## config.mk

```make
export PLATFORM = sky130hd
export DESIGN_NAME = uart_rx_fifo_flat
export DESIGN_NICKNAME = d
export VERILOG_FILES = /design/src/rtl/uart_rx_fifo_if.sv /design/src/rtl/uart_rx_fifo.sv /design/src/flat_wrapper.sv
export SDC_FILE = /design/constraint.sdc
export NUM_CORES = 1
export LEC_CHECK = 0
export CAP_MARGIN = 40
export CELL_PAD_IN_SITES_DETAIL_PLACEMENT = 0
export CELL_PAD_IN_SITES_GLOBAL_PLACEMENT = 1
export CORE_MARGIN = 3
export CORE_UTILIZATION = 47
export CTS_CLUSTER_SIZE = 10
export DETAILED_ROUTE_END_ITERATION = 6
export GPL_ROUTABILITY_DRIVEN = 1
export GPL_TIMING_DRIVEN = 0
export PLACE_DENSITY = 0.83
export SLEW_MARGIN = 25
export SYNTH_ARGS = -nofsm -noshare
export SYNTH_HDL_FRONTEND = slang
export SYNTH_SLANG_ARGS = --single-unit
```

## constraint.sdc

```tcl
create_clock -name clk -period 2.7 [get_ports clk]
set_input_delay 0.27 -clock clk [delete_from_list [all_inputs] [get_ports clk]]
set_output_delay 0.27 -clock clk [all_outputs]
set_load 0.005 [all_outputs]
```

## src/rtl/uart_rx_fifo_if.sv

```systemverilog
// Bus bundle for the UART receiver: serial line, pop handshake and status flags.
interface uart_rx_fifo_if #(
  parameter int FIFO_DEPTH = 16
);
  localparam int CNT_W = $clog2(FIFO_DEPTH) + 1;

  logic             uart_rx;
  logic             rd_en;
  logic             clr_err;
  logic [7:0]       rd_data;
  logic             rx_empty;
  logic             rx_full;
  logic [CNT_W-1:0] rx_count;
  logic             overrun;
  logic             frame_err;

  modport master (
    output uart_rx, rd_en, clr_err,
    input  rd_data, rx_empty, rx_full, rx_count, overrun, frame_err
  );

  modport slave (
    input  uart_rx, rd_en, clr_err,
    output rd_data, rx_empty, rx_full, rx_count, overrun, frame_err
  );
endinterface

```

## src/rtl/uart_rx_fifo.sv

```systemverilog
// 8N1 UART receiver with mid-bit sampling feeding a first-word-fall-through receive FIFO.
module uart_rx_fifo #(
  parameter int CLKS_PER_BIT = 868,
  parameter int FIFO_DEPTH   = 16
) (
  input logic          clk,
  input logic          rst,
  uart_rx_fifo_if.slave bus
);
  localparam int CLK_W = $clog2(CLKS_PER_BIT);
  localparam int PTR_W = $clog2(FIFO_DEPTH);
  localparam int CNT_W = $clog2(FIFO_DEPTH) + 1;
  localparam logic [CLK_W-1:0] HALF = CLK_W'(CLKS_PER_BIT / 2 - 1);
  localparam logic [CLK_W-1:0] LAST = CLK_W'(CLKS_PER_BIT - 1);

  typedef enum logic [2:0] {IDLE, START, DATA, STOP, BREAK} state_t;

  logic             sync1_q, sync2_q, prev_q;
  logic             rx_s, fall;
  state_t           state_q, state_d;
  logic [CLK_W-1:0] clk_cnt_q, clk_cnt_d;
  logic [2:0]       bit_cnt_q, bit_cnt_d;
  logic [7:0]       shift_q, shift_d;
  logic             push_q, push_d;
  logic             ferr_set;

  logic [7:0]       mem [FIFO_DEPTH];
  logic [PTR_W-1:0] wr_ptr_q, rd_ptr_q;
  logic [CNT_W-1:0] count_q, count_d;
  logic             overrun_q, frame_err_q;
  logic             empty, full, do_push, do_pop, ovr_set;

  // Input synchroniser and falling-edge detector; idle line level is high
  always_ff @(posedge clk) begin
    if (rst) begin
      sync1_q <= 1'b1;
      sync2_q <= 1'b1;
      prev_q  <= 1'b1;
    end else begin
      sync1_q <= bus.uart_rx;
      sync2_q <= sync1_q;
      prev_q  <= sync2_q;
    end
  end

  assign rx_s = sync2_q;
  assign fall = prev_q & ~rx_s;

  always_ff @(posedge clk) begin
    if (rst) begin
      state_q   <= IDLE;
      clk_cnt_q <= '0;
      bit_cnt_q <= '0;
      push_q    <= 1'b0;
    end else begin
      state_q   <= state_d;
      clk_cnt_q <= clk_cnt_d;
      bit_cnt_q <= bit_cnt_d;
      push_q    <= push_d;
    end
  end

  always_ff @(posedge clk) begin
    shift_q <= shift_d;
  end

  always_comb begin
    state_d   = state_q;
    clk_cnt_d = clk_cnt_q;
    bit_cnt_d = bit_cnt_q;
    shift_d   = shift_q;
    push_d    = 1'b0;
    ferr_set  = 1'b0;
    case (state_q)
      IDLE: begin
        if (fall) begin
          state_d   = START;
          clk_cnt_d = '0;
          bit_cnt_d = '0;
        end
      end
      START: begin
        // A start bit that is high again at its midpoint was only a glitch
        if (clk_cnt_q == HALF) begin
          clk_cnt_d = '0;
          state_d   = rx_s ? IDLE : DATA;
        end else begin
          clk_cnt_d = clk_cnt_q + CLK_W'(1);
        end
      end
      DATA: begin
        if (clk_cnt_q == LAST) begin
          clk_cnt_d = '0;
          shift_d   = {rx_s, shift_q[7:1]};
          bit_cnt_d = bit_cnt_q + 3'd1;
          if (bit_cnt_q == 3'd7) state_d = STOP;
        end else begin
          clk_cnt_d = clk_cnt_q + CLK_W'(1);
        end
      end
      STOP: begin
        if (clk_cnt_q == LAST) begin
          clk_cnt_d = '0;
          if (rx_s) begin
            push_d  = 1'b1;
            state_d = IDLE;
          end else begin
            ferr_set = 1'b1;
            state_d  = BREAK;
          end
        end else begin
          clk_cnt_d = clk_cnt_q + CLK_W'(1);
        end
      end
      BREAK: begin
        if (rx_s) state_d = IDLE;
      end
      default: state_d = IDLE;
    endcase
  end

  // FIFO: occupancy counter distinguishes full from empty with equal pointers
  assign empty   = (count_q == '0);
  assign full    = (count_q == CNT_W'(FIFO_DEPTH));
  assign do_pop  = bus.rd_en & ~empty;
  assign do_push = push_q & (~full | bus.rd_en);
  assign ovr_set = push_q & full & ~bus.rd_en;

  always_comb begin
    count_d = count_q;
    case ({do_push, do_pop})
      2'b10:   count_d = count_q + CNT_W'(1);
      2'b01:   count_d = count_q - CNT_W'(1);
      default: count_d = count_q;
    endcase
  end

  always_ff @(posedge clk) begin
    if (rst) begin
      wr_ptr_q    <= '0;
      rd_ptr_q    <= '0;
      count_q     <= '0;
      overrun_q   <= 1'b0;
      frame_err_q <= 1'b0;
    end else begin
      if (do_push) wr_ptr_q <= wr_ptr_q + PTR_W'(1);
      if (do_pop)  rd_ptr_q <= rd_ptr_q + PTR_W'(1);
      count_q     <= count_d;
      overrun_q   <= ovr_set  ? 1'b1 : (bus.clr_err ? 1'b0 : overrun_q);
      frame_err_q <= ferr_set ? 1'b1 : (bus.clr_err ? 1'b0 : frame_err_q);
    end
  end

  always_ff @(posedge clk) begin
    if (do_push) mem[wr_ptr_q] <= shift_q;
  end

  assign bus.rd_data   = empty ? 8'h00 : mem[rd_ptr_q];
  assign bus.rx_empty  = empty;
  assign bus.rx_full   = full;
  assign bus.rx_count  = count_q;
  assign bus.overrun   = overrun_q;
  assign bus.frame_err = frame_err_q;
endmodule
```

## src/flat_wrapper.sv

```systemverilog
// flat-port wrapper written by rule: the top's interface ports become plain ports
module uart_rx_fifo_flat 
#(
  parameter int CLKS_PER_BIT = 868,
  parameter int FIFO_DEPTH   = 16
)
  (clk, rst, bus_uart_rx, bus_rd_en, bus_clr_err, bus_rd_data, bus_rx_empty, bus_rx_full, bus_rx_count, bus_overrun, bus_frame_err);
  uart_rx_fifo_if #(.FIFO_DEPTH(FIFO_DEPTH)) bus_i ();
  input logic clk;
  input logic rst;
  input wire logic [$bits(bus_i.uart_rx)-1:0] bus_uart_rx;
  input wire logic [$bits(bus_i.rd_en)-1:0] bus_rd_en;
  input wire logic [$bits(bus_i.clr_err)-1:0] bus_clr_err;
  output wire logic [$bits(bus_i.rd_data)-1:0] bus_rd_data;
  output wire logic [$bits(bus_i.rx_empty)-1:0] bus_rx_empty;
  output wire logic [$bits(bus_i.rx_full)-1:0] bus_rx_full;
  output wire logic [$bits(bus_i.rx_count)-1:0] bus_rx_count;
  output wire logic [$bits(bus_i.overrun)-1:0] bus_overrun;
  output wire logic [$bits(bus_i.frame_err)-1:0] bus_frame_err;
  assign bus_i.uart_rx = bus_uart_rx;
  assign bus_i.rd_en = bus_rd_en;
  assign bus_i.clr_err = bus_clr_err;
  assign bus_rd_data = bus_i.rd_data;
  assign bus_rx_empty = bus_i.rx_empty;
  assign bus_rx_full = bus_i.rx_full;
  assign bus_rx_count = bus_i.rx_count;
  assign bus_overrun = bus_i.overrun;
  assign bus_frame_err = bus_i.frame_err;
  uart_rx_fifo #(.CLKS_PER_BIT(CLKS_PER_BIT), .FIFO_DEPTH(FIFO_DEPTH)) u_core (.clk(clk), .rst(rst), .bus(bus_i));
endmodule
```

Word-level counts from Yosys, hierarchy flattened --
Memory sizes are Yosys's and may differ from the RTL's. A register that Yosys moved wholly into a read port is not among the register bits. Index checks and enable logic that the tools add are counted.
Cells by class: add/sub/neg operators 6, reduce and logical (&&, ||, !) cells 13, bitwise operators 12, multiplexer cells 29, equal/unequal tests 16
Operators with widths (number):
- $mux 10 | 3
- $pmux 10 s3 | 1
- $mux 3 | 9
- $pmux 3 s5 | 1
- $ne 2x1->1 const B | 6
- $add 10x1->10 const B | 1
- $eq 10x10->1 const B | 1
- $eq 10x9->1 const B | 1
- $pmux 5 s2 | 1
- $mux 1 | 9
- $add 4x1->4 const B | 2
- $mux 4 | 2
- $mux 8 | 1
- $reduce_bool 2->1 | 4
- $eq 3x2->1 const B | 2
- $eq 3x3->1 const B | 2
- $not 1->1 | 6
- $pmux 3 s2 | 1
- $reduce_and 6->1 | 1
- $add 5x1->5 const B | 1
- $and 1x1->1 | 5
- $eq 5x5->1 const B | 1
- $logic_not 5->1 | 1
- $sub 5x1->5 const B | 1
- other kinds (12) | 13
Word-level totals: memory bits (writable) 128, memories 1, output and inout bits 17, logic and storage cells 90, bits in registers 43
Memories:
- u_core.mem | depth 16, bits a word 8, read ports 1, clocked after Yosys merged registers in 1, wr ports 1, line uart_rx_fifo.sv:27 | logic [7:0] mem [FIFO_DEPTH];

Logic depth before layout (Yosys ltp) --
depth after elaboration 6, depth in mapped cells 12, depth with buffers taken out 11

Least setup slack after synthesis --
No wires, ideal clock.
path kind register to register, start reg u_core.count_q[1] (netlist: u_core.bus.rx_count[1]), end reg u_core.count_q[4] (netlist: u_core.bus.rx_count[4]), slack -184 ps, data arrival time 2814 ps, buffers on the path 1, stages on the path, launching flop included 12, cells stage by stage dfxtp_1 clkbuf_1 nor4_1 a21oi_1 ha_1 xor2_1 ha_1 a211o_1 a21oi_1 a221oi_1 or3_1 a21oi_1
On the way: elaborated cells on any way between the ends 13
RTL lines:
- from (decl) | line uart_rx_fifo.sv:29 | logic [CNT_W-1:0] count_q, count_d;
- from (signal assigned) | line uart_rx_fifo.sv:148 | count_q <= count_d;
- $logic_not 5->1 (*) | line uart_rx_fifo.sv:123 | assign empty = (count_q == '0);
- $not 1->1 (*) | line uart_rx_fifo.sv:125 | assign do_pop = bus.rd_en & ~empty;
- $and 1x1->1 (*) | line uart_rx_fifo.sv:125
- via u_core.do_pop | line uart_rx_fifo.sv:31 | logic empty, full, do_push, do_pop, ovr_set;
- $eq 2x1->1 or $eq 2x2->1 (tied branches) | line uart_rx_fifo.sv:131 | case ({do_push, do_pop})
- $pmux 5 s2 or $reduce_bool 2->1 (tied branches)
The timed path passes the listed nets; every way through them passes the cells marked *. A chain may end at the register's enable or synchronous reset.

==> flow_metrics.py <==
metrics = {
    "run_status": {
        "run_status": "finished with violations",
        "violations": "setup timing",
    },
    "clocking": {
        "tritoncts": "built",
        "clock-sinks": 175,
        "postCtsHoldBufs": 0,
        "cts_htree_levels": 4,
        "cts_inserted_buffers": 17,
        "cts_buffer_depth": 2,
        "clock_pin_slew_on_the_worst_setup_and_hold_paths_ps": 70,
        "cts.root.buffer_cell": "sky130_fd_sc_hd__clkbuf_16",
        "clkLatencyLatePin_ps": 420,
    },
    "floorplanning": {
        "chipWidth_um": 129,
        "number_of_placement_rows": 44,
        "die_area_mm2": 0.0167,
        "die_height_um": 129,
        "initial_core_util_pct": 48.7,
        "pin_count": 22,
        "core_mm2": 0.0147,
    },
    "timing": {
        "fmax_ghz": 0.363,
        "worst_slack_ps": -51.8,
        "tightest_slew_ps": 842,
        "timing.hold.ws_ps": 410,
        "final_critical_path_required_period_ps": 2750,
        "grt_setup_unrepaired": "true",
        "setup-tns-final_ps": -116,
        "slew_viol_final": 0,
        "maxSlewHeadroom_pct": 43.6,
        "setup_viol": 4,
        "layout_worst_path_cycle_share_pct": 102,
        "finalHoldViolations": 0,
        "worst_clock_skew_ps": 10.8,
    },
    "layout": {
        "flow.area_growth_from_synthesis_pct": 19.9,
        "filler_cell_count": 1127,
        "final_design_area_no_fill_mm2": 0.00858,
        "layout.nets": 521,
        "drive_gt1_share_pct": 26.9,
        "antenna_diode_count": 0,
    },
    "synth": {
        "netlist-cell-type-count": 52,
        "postSynthAreaPerCell_um2": 16.4,
        "count_leader_synth": "sky130_fd_sc_hd__edfxtp_1",
        "largest_family_of_logic_cells_by_synthesized_area": "multiplexers",
        "synthMuxAreaShare_pct": 13.1,
        "synthTopCellsByArea": "sky130_fd_sc_hd__edfxtp_1 (57%), sky130_fd_sc_hd__mux4_2 (13%), sky130_fd_sc_hd__dfxtp_1 (11%)",
        "synth-main-ff-cell": "sky130_fd_sc_hd__edfxtp_1",
        "post_synth_inst_count": 437,
        "synth_edf_count": 136,
        "post_synth_xor_area_fraction_pct": 1.59,
        "synth-seq-area-share_pct": 68.0,
        "postSynth.asyncResetShare_pct": 0,
        "synth_largest_area_cell": "sky130_fd_sc_hd__edfxtp_1",
        "synthesis.nets": 455,
        "complex_gate_fraction_of_the_synthesized_area_pct": 4.68,
        "synth_seq_cells": 175,
        "commonest_cells_post_synth": "sky130_fd_sc_hd__edfxtp_1 (136), sky130_fd_sc_hd__mux4_2 (40), sky130_fd_sc_hd__dfxtp_1 (39), sky130_fd_sc_hd__nor2_1 (37), sky130_fd_sc_hd__a21oi_1 (14)",
        "simple_gate_share_of_the_synthesized_area_pct": 8.50,
        "synthAdderAreaFrac_pct": 2.27,
        "yosysTopAreaCellShare_pct": 57.1,
        "yosys_warnings": 0,
        "syn_area_mm2": 0.00716,
    },
    "grt": {
        "maximum_number_of_pins_on_one_net_before_global_route_repair": 18,
        "grtUsageTotal_pct": 18.6,
        "grt_antenna_before_repair": 0,
        "first_pass_grt_wire_length_um": 23000,
        "globalRoute.totalOverflow": 0,
        "first_global_vias": 4164,
    },
    "critical_path": {
        "critical_path.max_fanout": 5,
        "crit_chain": "buf_8 > buf_12 > buf_12 > mux4_2 > mux4_2 > nor2b_1 > buf_2",
        "end_kind": "primary output",
        "path_buf_inv": 4,
        "cpLargestDelayFamily": "multiplexers",
        "slowest_library_cell_on_the_worst_path": "sky130_fd_sc_hd__mux4_2",
        "critical_path.startpoint_type": "register",
        "crit_path_required_time_ps": 2430,
        "setup.worst_path.class": "register to primary output",
        "cpPeakStageDelay_ps": 530,
        "critPathArrivalTime_ps": 2480,
    },
    "power": {
        "worst_ir_drop_vdd_mv": 0.384,
        "p_per_area_mw_per_mm2": 628,
        "cellLeakagePower_uw": 0.00283,
        "post-layout-total-power_uw": 5380,
    },
    "routing": {
        "vias_per_cell": 5.72,
        "drtPass1Iterations": 4,
        "first_iter_violations": 283,
        "wirelength_um": 14400,
        "post_route_drc_violation_count": 0,
        "detail_routed_net_length_per_standard_cell_um": 20.6,
        "vias": 4007,
        "antenna_violating_nets_post_route": 0,
    },
    "flow_run": {
        "max_cap_violations": 0,
    },
    "place": {
        "io_buffer_count": 21,
        "gpl.final_weighted_congestion": 0.841,
        "dp_hpwl_um": 8910,
        "placed_cell_area_mm2": 0.00765,
    },
    "worst_hold_path": {
        "hp-class": "input pin to register",
    },
}
==> path summary, 6_finish.rpt <==
kind	startpoint	cells after the start	endpoint	slack (ps)
hold / removal	bus_uart_rx	2	u_core.sync1_q$_SDFF_PP1_	410
hold reg to reg	u_core.sync1_q$_SDFF_PP1_	1	u_core.rx_s$_SDFF_PP1_	420
setup / recovery	register	7	bus_rd_data[0]	-50
setup reg to reg	u_core.bus.rx_count[3]$_SDFFE_PP0P_	12	u_core.bus.rx_count[4]$_SDFFE_PP0P_	100
==> layout make-up <==
cell class | instances | area, um2 | area share [%]
Buffer | 19 | 150 | 1.75
Clock buffer | 18 | 429 | 5.00
Clock inverter | 14 | 170 | 1.98
Inverter | 9 | 33.8 | 0.394
Multi-Input combinational cell | 232 | 2260 | 26.4
Sequential cell | 175 | 4870 | 56.8
Tap cell | 184 | 230 | 2.68
Timing Repair Buffer | 49 | 429 | 5.00
==> report_power, final <==
part	switching [uW]	internal (uW)	leakage [uW]	total [uW]
clock	1070	1400	0.000288	2470
combinational	28.3	17.5	0.00100	45.8
sequential	3.60	2860	0.00154	2870
==> routing by layer <==
layer / global-route usage [%] / wire (um)
met2: 31.2 / 7440
met5: 0 / 0
met1: 23.3 / 6040
met3: 4.66 / 672
met4: 7.95 / 257
==> kinds of logic after synthesis <==
group / count (synthesis)
muxes: 44
adders and majority gates: 13
buffers and inverters: 30
and+or+nand+nor: 113
xor gates and xnor gates: 13
AOI/OAI and AO/OA: 49
DFF: 175
==> repair_timing <==
item,4_1_cts,5_1_grt
setup buffers,12,9
gates cloned,2,0
endpoints found under the hold margin,0,0
resized for setup,60,10
pin swaps,2,4
setup endpoints to repair,11,10
==> placed cells by master (no fill, tap or decap), types with 3 or more instances in the layout <==
cell type,count
sky130_fd_sc_hd__edfxtp_1,136
sky130_fd_sc_hd__nand4b_1,3
sky130_fd_sc_hd__clkdlybuf4s50_1,13
sky130_fd_sc_hd__buf_6,4
sky130_fd_sc_hd__inv_6,5
sky130_fd_sc_hd__nor2_1,37
sky130_fd_sc_hd__buf_4,22
sky130_fd_sc_hd__o21a_1,3
sky130_fd_sc_hd__buf_12,6
sky130_fd_sc_hd__nor2b_1,9
sky130_fd_sc_hd__nor3b_1,4
sky130_fd_sc_hd__o311ai_0,3
sky130_fd_sc_hd__dfxtp_1,35
sky130_fd_sc_hd__mux4_2,40
sky130_fd_sc_hd__nand2_1,13
sky130_fd_sc_hd__clkbuf_1,11
sky130_fd_sc_hd__nand2b_1,10
sky130_fd_sc_hd__ha_1,11
sky130_fd_sc_hd__buf_2,8
sky130_fd_sc_hd__o21ai_0,7
sky130_fd_sc_hd__inv_8,3
sky130_fd_sc_hd__inv_1,8
sky130_fd_sc_hd__mux2i_1,4
sky130_fd_sc_hd__nor3_2,4
sky130_fd_sc_hd__clkbuf_16,17
sky130_fd_sc_hd__a22oi_1,4
sky130_fd_sc_hd__clkbuf_4,3
sky130_fd_sc_hd__or2_2,4
sky130_fd_sc_hd__xnor2_1,5
sky130_fd_sc_hd__dfxtp_2,3
sky130_fd_sc_hd__nand3_1,4
sky130_fd_sc_hd__a21oi_1,12
sky130_fd_sc_hd__and3_1,4
sky130_fd_sc_hd__xor2_1,7
sky130_fd_sc_hd__nor3_1,3
sky130_fd_sc_hd__or3_1,4
==> flip-flops by register name (all words and copies together) (netlist names), 3 cells and up, named ones only <==
register / count
u_core.clk_cnt_q: 10
u_core.bus.rx_count: 5
u_core.shift_q: 8
u_core.bit_cnt_q: 3
u_core.state_q: 3
u_core.wr_ptr_q: 4
u_core.mem: 128
u_core.rd_ptr_q: 4
==> metrics by stage <==
step	instances	utilization [%]	setup WS, ps
after floorplan	437	-	4.16
after global placement	642	51.9	-212
after detailed placement	642	52.1	-293
after CTS	686	57.7	-100
after global routing	700	58.4	-129
final	700	58.4	-51.8
(Power assumes the default switching activity.)
